<file path="config.mk">
export PLATFORM = sky130hd
export DESIGN_NAME = fetch_unit
export DESIGN_NICKNAME = d
export VERILOG_FILES = /design/src/rtl/fetch_unit.sv
export SDC_FILE = /design/constraint.sdc
export NUM_CORES = 1
export LEC_CHECK = 0
export CORE_MARGIN = 2
export CORE_UTILIZATION = 43
export DETAILED_ROUTE_END_ITERATION = 16
export PLACE_DENSITY_LB_ADDON = 0.25
export SETUP_SLACK_MARGIN = 0.4
export SYNTH_ARGS = -nofsm -noshare
export SYNTH_HDL_FRONTEND = slang
export SYNTH_SLANG_ARGS = --single-unit
</file>
<file path="constraint.sdc">
create_clock -name clk -period 2.5 [get_ports clk]
set_input_delay 0.375 -clock clk [delete_from_list [all_inputs] [get_ports clk]]
set_output_delay 0.375 -clock clk [all_outputs]
set_load 0.1 [all_outputs]
</file>
<file path="src/rtl/fetch_unit.sv">
// Instruction fetch front end: one outstanding imem request, one-entry instruction buffer, next-PC from pcsrc/pctarget.
// Latency: zero-latency memory gives one instruction every 3 cycles (REQ accept -> response -> HOLD consume).
// Backpressure: the held instruction stays put until instr_ready; the request address stays put until imem_req_ready.
//
// Ports:
//   clk, reset              clock and synchronous active-high reset
//   imem_req_valid/ready    fetch request handshake, imem_req_addr = current pc
//   imem_resp_valid/data    one-cycle response, accepted only while waiting for it
//   instr_valid/ready       downstream handshake for the buffered instruction
//   instr, instr_pc         buffered instruction word and its address
//   opcode, func3, func7    decode fields sliced from instr
//   pcsrc, pctarget         redirect outcome, sampled only on a consume cycle
//   misalign_err, halted    sticky flags raised by a redirect to a non-word-aligned target
module fetch_unit #(
  parameter logic [31:0] RESET_PC  = 32'h0000_0000,
  parameter logic [31:0] NOP_INSTR = 32'h0000_0013
) (
  input  logic        clk,
  input  logic        reset,
  output logic        imem_req_valid,
  input  logic        imem_req_ready,
  output logic [31:0] imem_req_addr,
  input  logic        imem_resp_valid,
  input  logic [31:0] imem_resp_data,
  output logic        instr_valid,
  input  logic        instr_ready,
  output logic [31:0] instr,
  output logic [31:0] instr_pc,
  output logic [6:0]  opcode,
  output logic [2:0]  func3,
  output logic [6:0]  func7,
  input  logic        pcsrc,
  input  logic [31:0] pctarget,
  output logic        misalign_err,
  output logic        halted
);

  typedef enum logic [1:0] {
    S_REQ  = 2'd0,
    S_WAIT = 2'd1,
    S_HOLD = 2'd2,
    S_HALT = 2'd3
  } state_t;

  state_t      state_q;
  logic [31:0] pc_q;
  logic [31:0] instr_q;
  logic [31:0] instr_pc_q;
  logic        instr_vld_q;
  logic        req_vld_q;
  logic        misalign_q;
  logic        halted_q;

  logic        consume_d;
  logic        target_bad_d;
  logic [31:0] pc_seq_d;

  // A consume is only meaningful while an instruction is actually held.
  assign consume_d    = (state_q == S_HOLD) && instr_vld_q && instr_ready;
  assign target_bad_d = (pctarget[1:0] != 2'b00);
  // Sequential successor; 32-bit add wraps 0xFFFF_FFFC to 0 naturally.
  assign pc_seq_d     = instr_pc_q + 32'd4;

  always_ff @(posedge clk) begin
    if (reset) begin
      state_q     <= S_REQ;
      pc_q        <= RESET_PC;
      instr_q     <= NOP_INSTR;
      instr_pc_q  <= RESET_PC;
      instr_vld_q <= 1'b0;
      req_vld_q   <= 1'b0;
      misalign_q  <= 1'b0;
      halted_q    <= 1'b0;
    end else begin
      case (state_q)
        S_REQ: begin
          // Coming out of reset the request valid is still low; raise it
          // one cycle later so it is never asserted while reset is applied.
          if (!req_vld_q) begin
            req_vld_q <= 1'b1;
          end else if (imem_req_ready) begin
            req_vld_q <= 1'b0;
            state_q   <= S_WAIT;
          end
        end
        S_WAIT: begin
          if (imem_resp_valid) begin
            instr_q     <= imem_resp_data;
            instr_pc_q  <= pc_q;
            instr_vld_q <= 1'b1;
            state_q     <= S_HOLD;
          end
        end
        S_HOLD: begin
          if (consume_d) begin
            instr_vld_q <= 1'b0;
            if (pcsrc && target_bad_d) begin
              misalign_q <= 1'b1;
              halted_q   <= 1'b1;
              state_q    <= S_HALT;
            end else begin
              pc_q      <= pcsrc ? pctarget : pc_seq_d;
              // Raise the next request right away to keep the 3-cycle cadence.
              req_vld_q <= 1'b1;
              state_q   <= S_REQ;
            end
          end
        end
        S_HALT: begin
          // Only reset leaves this state.
          req_vld_q   <= 1'b0;
          instr_vld_q <= 1'b0;
        end
        default: begin
          state_q <= S_HALT;
        end
      endcase
    end
  end

  assign imem_req_valid = req_vld_q;
  assign imem_req_addr  = pc_q;
  assign instr_valid    = instr_vld_q;
  assign instr          = instr_q;
  assign instr_pc       = instr_pc_q;
  assign opcode         = instr_q[6:0];
  assign func3          = instr_q[14:12];
  assign func7          = instr_q[31:25];
  assign misalign_err   = misalign_q;
  assign halted         = halted_q;

endmodule

</file>
Yosys cells after proc, flatten, opt, wreduce, memory -nomap -nowiden
Cells that the tools add are included.
{"block": "classes", "addsub": 1, "eq_ne": 8, "muxes": 15, "bitwise": 1, "n_reduce_logical": 14}
{"cell": "adder 32 x 3 -> 32 bit, second input constant", "n": 1}
{"cell": "2-to-1 mux 32 bit", "n": 1}
{"cell": "AND reduction 3 bit", "n": 4}
{"cell": "2-to-1 mux 2 bit", "n": 5}
{"cell": "inequality test 2 bit, second input constant", "n": 5}
{"cell": "nonzero test 3 bit", "n": 3}
{"cell": "2-to-1 mux 1 bit", "n": 6}
{"cell": "case mux 1 bit (3 select lines)", "n": 2}
{"cell": "case mux 2 bit (3 select lines)", "n": 1}
{"cell": "AND reduction 5 bit", "n": 1}
{"cell": "equality test 2 bit, second input constant", "n": 2}
{"cell": "logical AND 1 bit", "n": 3}
{"cell": "equality test 2 x 1 -> 1 bit, second input constant", "n": 1}
{"cell": "logical NOT 2 bit", "n": 1}
{"cell": "AND reduction 2 bit", "n": 1}
{"cell": "nonzero test 2 bit", "n": 1}
{"cell": "inverter 1 bit", "n": 1}
{"block": "word_totals", "ff_bits": 101, "out_inout_bits": 117, "wordCells": 46}

Longest topological paths before layout
Gate-level depths: netlist of the first run.
{"block": "logic_depth", "word_depth": 5, "depth_mapped": 8}

Worst setup path after synthesis of the first run
OpenSTA, ideal clock, no wires.
{"block": "synth_timing", "path_kind": "flip-flop to flip-flop", "from": "reg instr_pc_q[2] (netlist: instr_pc[2])", "to": "reg pc_q[18] (netlist: imem_req_addr[18])", "t_arrival_ns": 2.484, "required_ns": 2.414, "setup_slack_ns": -0.070, "stages_incl_launch_ff": 7, "period_less_slack_ns": 2.570, "cell_sequence": "dfxtp_1 ha_1 nand3_1 nor4_4 nand4_1 xor2_1 a211oi_1"}
{"block": "synth_via", "elab_chain_len": 2}
{"element": "start, declared", "line_no": "48", "source": "logic [31:0] instr_pc_q;"}
{"element": "start signal, assigned", "line_no": "89", "source": "instr_pc_q <= pc_q;"}
{"element": "adder 32 x 3 -> 32 bit", "line_no": "62", "source": "assign pc_seq_d = instr_pc_q + 32'd4;"}
{"element": "2-to-1 mux 32 bit", "line_no": "102", "source": "pc_q <= pcsrc ? pctarget : pc_seq_d;"}
{"element": "end signal, assigned", "line_no": "102"}
{"element": "end, declared", "line_no": "46", "source": "logic [31:0] pc_q;"}
Every way passes these cells.
A chain may end at the register's enable or synchronous reset.

Worst setup path in the final report of the first run
{"block": "layout_timing", "from": "reg state_q[1]", "to": "reg state_q[0]"}
{"block": "layout_via", "elab_chain_len": 5}
{"element": "start, declared", "line_no": "45", "source": "state_t state_q;"}
{"element": "start signal, assigned", "line_no": "66", "source": "state_q <= S_REQ;"}
{"element": "start signal, assigned", "line_no": "83", "source": "state_q <= S_WAIT;"}
{"element": "start signal, assigned", "line_no": "91", "source": "state_q <= S_HOLD;"}
{"element": "equality test 2 bit", "line_no": "59, 75"}
{"element": "logical AND 1 bit (2 in series)", "line_no": "59", "source": "assign consume_d = (state_q == S_HOLD) && instr_vld_q && instr_ready;"}
{"element": "inequality test 2 bit (no source line)"}
{"element": "AND reduction 5 bit (no source line)"}
Parallel ways exist; a longest one is shown, timed or not.

==> results of run 1 <==
[power breakdown]
group | switching (mW) | internal [mW]
Sequential | 0.0644 | 1.68
Combinational | 1.07 | 0.349
Clock | 0.550 | 0.590
[area by class of cell]
| type | count | area, sq um |
|---|---|---|
| multi-input combinational | 412 | 2270 |
| fill | 896 | 3920 |
| clock buffer | 10 | 138 |
| sequential | 101 | 2060 |
| inverter | 5 | 18.8 |
| tap | 136 | 170 |
| clock inverter | 5 | 82.6 |
| timing repair buffer | 200 | 1710 |
[metal layers]
layer | up-vias | share of wire (%)
met3 | 21 | 7.1
li1 | 2242 | -
met5 | - | 0
met2 | 182 | 49
met1 | 2124 | 42
met4 | 0 | 2.0
[worst max path at each step]
stage | startpoint | to | slack [ns]
after global routing | state_q[0] | imem_req_addr[29] | 0.43
after floorplan | instr_pc[4] | imem_req_addr[29] | 0.41
after detailed placement | instr_ready | imem_req_addr[29] | 0.37
after CTS | state_q[0] | imem_req_addr[29] | 0.44
after global placement | instr_ready | imem_req_addr[25] | 0.46
final | state_q[1] | state_q[0] | 0.59
[cell usage in the layout (no fill, tap or decap), types with 8 or more instances in the layout]
| cell type | netlist | routed |
|---|---|---|
| dfxtp_1 | 101 | 78 |
| or3_1 | 9 | 9 |
| clkdlybuf4s50_1 | 0 | 68 |
| dfxtp_2 | 0 | 19 |
| nand2_1 | 157 | 156 |
| nor2_1 | 14 | 13 |
| o21ai_0 | 16 | 16 |
| buf_4 | 19 | 129 |
| clkbuf_8 | 3 | 10 |
| a211oi_1 | 9 | 9 |
| and3_1 | 15 | 15 |
| o22ai_1 | 10 | 10 |
| a21oi_1 | 86 | 86 |
| nand3_1 | 14 | 13 |
| xor2_1 | 20 | 20 |
| nand4_1 | 8 | 8 |
[kinds of logic after synthesis]
group                      count (synthesis)  synth area share [%]
AOI/OAI and AO/OA                        138                  17.2
xor gates and xnor gates                  26                  4.94
adders and majority gates                  6                  1.63
buffers and inverters                     59                  7.20
DFF                                      101                  43.9
muxes                                      4                 0.869
and+or+nand+nor                          238                  24.3
[synth_stat cells (all sizes together)]
| cell type | count |
|---|---|
| nor3 | 3 |
| nor4 | 1 |
| a22o | 1 |
| buf | 26 |
| a31oi | 2 |
| ha | 6 |
| o21a | 1 |
| a21oi | 87 |
| and4 | 4 |
| mux2i | 4 |
| a22oi | 1 |
| xor2 | 20 |
| and2 | 2 |
| dfxtp | 101 |
| nand2 | 157 |
| nor2 | 14 |
| a211oi | 10 |
| nand4 | 9 |
| o41a | 1 |
| nand3 | 15 |
| nand2b | 3 |
| or3 | 10 |
| a221oi | 2 |
| and3 | 15 |
| inv | 5 |
| o211ai | 4 |
| o21ai | 16 |
| clkbuf | 28 |
| xnor2 | 6 |
| o22ai | 10 |
| nand3b | 4 |
| nor4b | 1 |
| a21o | 2 |
| o31ai | 1 |
[what timing repair did]
action / 4_1_cts / 5_1_grt
buffers inserted: 0 / 2
setup endpoints to repair: 0 / 21
gates resized for setup: 0 / 2
[state kept, by name, summed over array words and instances, names as in the netlist]
signal / cells
instr: 32
halted: 1
state_q: 2
instr_pc: 32
imem_req_valid: 1
instr_valid: 1
imem_req_addr: 32
[metrics by stage]
stage          hold slack (ns)  utilization [%]
4_1_cts                  0.373             62.0
3_3_place_gp             0.443             59.8
2_1_floorplan            0.499                -
3_5_place_dp             0.448             59.8
6_report                 0.385             62.2
5_1_grt                  0.394             62.2
==> results.json, run 1 <==
{
  "status": "finished clean",
  "pre_cts_slack_ns": 0.367,
  "drt-initial-drc-count": 282,
  "syn2layout_area_growth_pct": 39.9,
  "placementRows": 37,
  "maxSlewHeadroom_pct": 63.9,
  "synth.yosys.warnings": 0,
  "first_global_vias": 4302,
  "report.power.total_mw": 4.31,
  "crit_required_ns": 2.74,
  "path_delay_family": "compound AO/OA/AOI/OAI gates",
  "drc_errors": 0,
  "final_design_area_no_fill_sq_mm": 0.00645,
  "tritoncts.num_buffers": 9,
  "period_share_pct": 76.5,
  "floorplan.die.width_um": 108,
  "dr.pass1.iters": 4,
  "reg2reg_from": "state_q[1]",
  "p_leak_nw": 2.55,
  "use_met2_pct": 39.0,
  "grt_first_pass_wirelength_um": 21100,
  "r2r_setup_slack_ns": 0.59,
  "netlist.top_cell.by_area": "dfxtp_1",
  "num_vias": 4569,
  "setup_ws_ns": 0.588,
  "postSynthRegisterBits": 101,
  "floorplan.die_area_sq_mm": 0.0116,
  "hold_viol_final": 0,
  "antenna_found_initial": 0,
  "tritoncts_clock_tree": "yes",
  "worstSkewPairLatency_ns": 0.36,
  "hp-start": "reset",
  "syn-num-nets": 648,
  "min_delay_worst_endpoint": "imem_req_valid",
  "grt_overflow_total": 0,
  "route.detailed.wl_per_inst_um": 15.5,
  "critical_path.cell_chain": "inv_1 > ha_1 > a22o_1 > a211oi_1 > mux2i_1 > nor2_1",
  "startpoint_type": "flop",
  "cts_hold_buf": 0,
  "dp_hpwl_um": 9430,
  "number_of_instances_on_the_worst_hold_path": 2,
  "worstPathArrival_ns": 2.15,
  "setup_violations": 0,
  "synth_area_sq_mm": 0.00461,
  "met1_usage_pct": 28.8,
  "vdd_drop_max_mv": 0.570,
  "r2r_cells": 6,
  "die_height_um": 108,
  "drv_slew": 0,
  "post_synth_inst_count": 572,
  "end_kind": "flop",
  "gp_routability_congestion": 0.842,
  "clock_path_buffers": 2,
  "crit_path_depth": 6,
  "path_max_fanout": 6,
  "syn-mean-instance-area_sq_um": 8.06,
  "num_antenna_cells": 0,
  "ys_seq_area_share_pct": 43.9,
  "placed_area_sq_mm": 0.00620,
  "cp_slowest_cell": "dfxtp_1",
  "htreeDepth": 3,
  "design.portCount": 187,
  "synth_area_leaders": "dfxtp_1 44%, nand2_1 13%, a21oi_1 9.3%",
  "grt.total_usage_pct": 22.9,
  "final_cell_count_no_fill": 869,
  "dp.cells": 852,
  "max_stage_delay_ns": 0.44,
  "drt-total-wl_um": 13500,
  "clk_pin_slew_ns": 0.09,
  "core_sq_mm": 0.0104,
  "worstSetupPathType": "reg2reg",
  "post_route_clock_skew_ns": 0.0193,
  "grt_util_met3_pct": 3.87,
  "clock_sinks": 101,
  "max_cap_viol_count": 0,
  "post_synth_top_area_share_pct": 43.9,
  "grt_start_max_net_pins": 75,
  "fraction_of_layout_instances_using_a_drive_strength_above_1_pct": 25.5,
  "fin_tns_setup_ns": 0,
  "path_buf_inv": 1,
  "final.min_clock_period_ns": 1.91,
  "floorplan.initialDensity_pct": 44.4,
  "grt-busiest-layer": "met2",
  "post_drt_via_cell_ratio": 5.26,
  "yosysUniqueCellTypes": 45,
  "worst_pin_slew_ns": 0.538,
  "cts.root.buffer_cell": "clkbuf_8",
  "maxClockFrequency_mhz": 523,
  "rsz_0062_raised_after_global_routing": "no",
  "antenna_left": 0,
  "placement.io_buffers": 186,
  "fin_nets": 805,
  "regToRegEndpoint": "state_q[0]",
  "powerDensity_mw_per_mm2": 668,
  "timing.hold.worst.class": "in2reg"
}
(Power assumes the default switching activity.)
==> run 2, diff against run 1 <==
CORE_UTILIZATION = 39   (was 43)
clock period = 1.65 ns   (was 2.5 ns; I/O delays follow)
==> run 2 against run 1 <==
  * The run now ends with negative setup slack left
  * Clock skew fell by 0.012 ns
  * Largest power group is now combinational logic
  * Critical endpoint is now imem_req_addr[31]
  * Count of clock-buffer cells in the layout grew 3
  * Die area increased by 9.9%
  * Wire length rose by 79%
==> results.json, run 2 (same netlist as run 1, synthesis figures left out) <==
{
  "tritoncts.num_buffers": 9,
  "crit_required_ns": 1.87,
  "antenna_left": 0,
  "fin_tns_setup_ns": -1.61,
  "num_vias": 5893,
  "cts.root.buffer_cell": "clkbuf_16",
  "grt_start_max_net_pins": 103,
  "clock_sinks": 101,
  "placement.io_buffers": 186,
  "fraction_of_layout_instances_using_a_drive_strength_above_1_pct": 50.4,
  "end_kind": "flop",
  "first_global_vias": 5680,
  "drc_errors": 0,
  "setup_ws_ns": -0.201,
  "clock_path_buffers": 2,
  "hold_viol_final": 0,
  "setup_violations": 18,
  "final.min_clock_period_ns": 1.85,
  "clk_pin_slew_ns": 0.08,
  "cts_hold_buf": 0,
  "max_cap_viol_count": 0,
  "drt-total-wl_um": 24000,
  "startpoint_type": "flop",
  "rsz_0062_raised_after_global_routing": "yes",
  "dr.pass1.iters": 6,
  "timing.hold.worst.class": "in2reg",
  "post_drt_via_cell_ratio": 6.01,
  "tritoncts_clock_tree": "yes",
  "floorplan.die.width_um": 113,
  "status": "finished, violations left",
  "fin_nets": 906,
  "multi_input_area_sq_mm": 0.00279,
  "worstPathArrival_ns": 2.07,
  "floorplan.die_area_sq_mm": 0.0127,
  "period_share_pct": 112,
  "highest_count_cells_in_the_layout_ignoring_fill_and_taps": "126 x buf_12, 106 x nand2_1, 80 x a21oi_1, 65 x clkdlybuf4s50_1, 46 x buf_4",
  "vdd_drop_max_mv": 0.765,
  "antenna_found_initial": 2,
  "placementRows": 39,
  "p_leak_nw": 3.90,
  "syn2layout_area_growth_pct": 118,
  "grt_first_pass_wirelength_um": 30300,
  "worst_pin_slew_ns": 0.495,
  "floorplan.initialDensity_pct": 40.2,
  "path_max_fanout": 5,
  "dp_hpwl_um": 11400,
  "powerDensity_mw_per_mm2": 885,
  "drv_slew": 0,
  "failed_checks": "negative setup slack",
  "design.portCount": 187,
  "gp_routability_congestion": 0.855,
  "drt-initial-drc-count": 472,
  "htreeDepth": 3,
  "maxSlewHeadroom_pct": 67.0,
  "seqCellArea_sq_mm": 0.00222,
  "grt.total_usage_pct": 30.3,
  "post_route_clock_skew_ns": 0.00709,
  "layout_commonest_cell": "buf_12",
  "worstSetupPathType": "reg2reg",
  "maxClockFrequency_mhz": 540,
  "route.detailed.wl_per_inst_um": 24.5,
  "nFillCells": 477,
  "grt_overflow_total": 0,
  "report.power.total_mw": 8.88,
  "core_sq_mm": 0.0115,
  "r2r_setup_slack_ns": -0.20,
  "worstSkewPairLatency_ns": 0.35,
  "die_height_um": 113
}
run 2: cell types whose count changed in the layout (fill, tap and decap cells not counted), sizes merged, moves of 2 or more:
cell           previous run  this run
bufinv                    2         0
diode                     0         2
clkdlybuf4s50            68        65
clkbuf                   10        21
dlygate4sd2               0         3
nand2                   157       159
buf                     132       223
run 2: layout make-up:
class	instances	area share (%)
well taps	143	1.78
multi-input cells	414	27.8
clock inverters	3	0.175
flip-flops and latches	101	22.1
diodes	2	0.0499
inverters	5	0.237
repair buffers	299	44.7
clock buffers	13	3.13
run 2: what timing repair did:
item                                    4_1_cts  5_1_grt
setup buffers                                40       17
endpoints found under the setup margin       95      127
cloned                                       12        9
pin swaps                                    51       49
resized for setup                            93       89
run 2: routing by layer:
metal	wire length [um]	track usage [%]	up-vias
li1	-	-	2473
met1	8020	33.8	2820
met2	12000	53.6	454
met3	2240	6.64	146
met4	1820	16.4	0
met5	0	0	-
run 2: worst max-delay path, stage by stage, from the launching register on:
cell,delay (ns)
dfxtp_4,0.38
and4_4,0.25
nor4b_4,0.33
buf_6,0.20
nand4_1,0.20
xor2_1,0.26
o22ai_1,0.11
run 2: path summary, 6_finish.rpt:
| path | startpoint | end | cells past startpoint |
|---|---|---|---|
| setup / recovery | instr_pc[2] | imem_req_addr[31] | 6 |
| hold / removal | imem_resp_data[3] | instr[3] | 3 |
| setup reg to reg | instr_pc[2] | imem_req_addr[31] | 6 |
| hold reg to reg | instr[19] | instr[19] | 2 |
run 2: per-stage QoR:
step / std cells / hold slack [ns] / setup WS, ns / util [%] / cell area [sq um]
after floorplan: 572 / 0.373 / -0.241 / - / 5000
after global placement: 884 / 0.470 / -0.151 / 71.0 / 8140
after detailed placement: 884 / 0.482 / -0.230 / 71.0 / 8140
after CTS: 952 / 0.409 / 0.00211 / 81.9 / 9390
after global routing: 980 / 0.467 / -0.248 / 87.5 / 10000
final: 980 / 0.455 / -0.201 / 87.5 / 10000
run 2: report_power, final:
part	switching [mW]	leakage, nW	internal (mW)
clock network	1.01	0.168	1.34
logic	2.17	2.87	1.61
registers	0.198	0.860	2.54
total	3.38	3.90	5.50
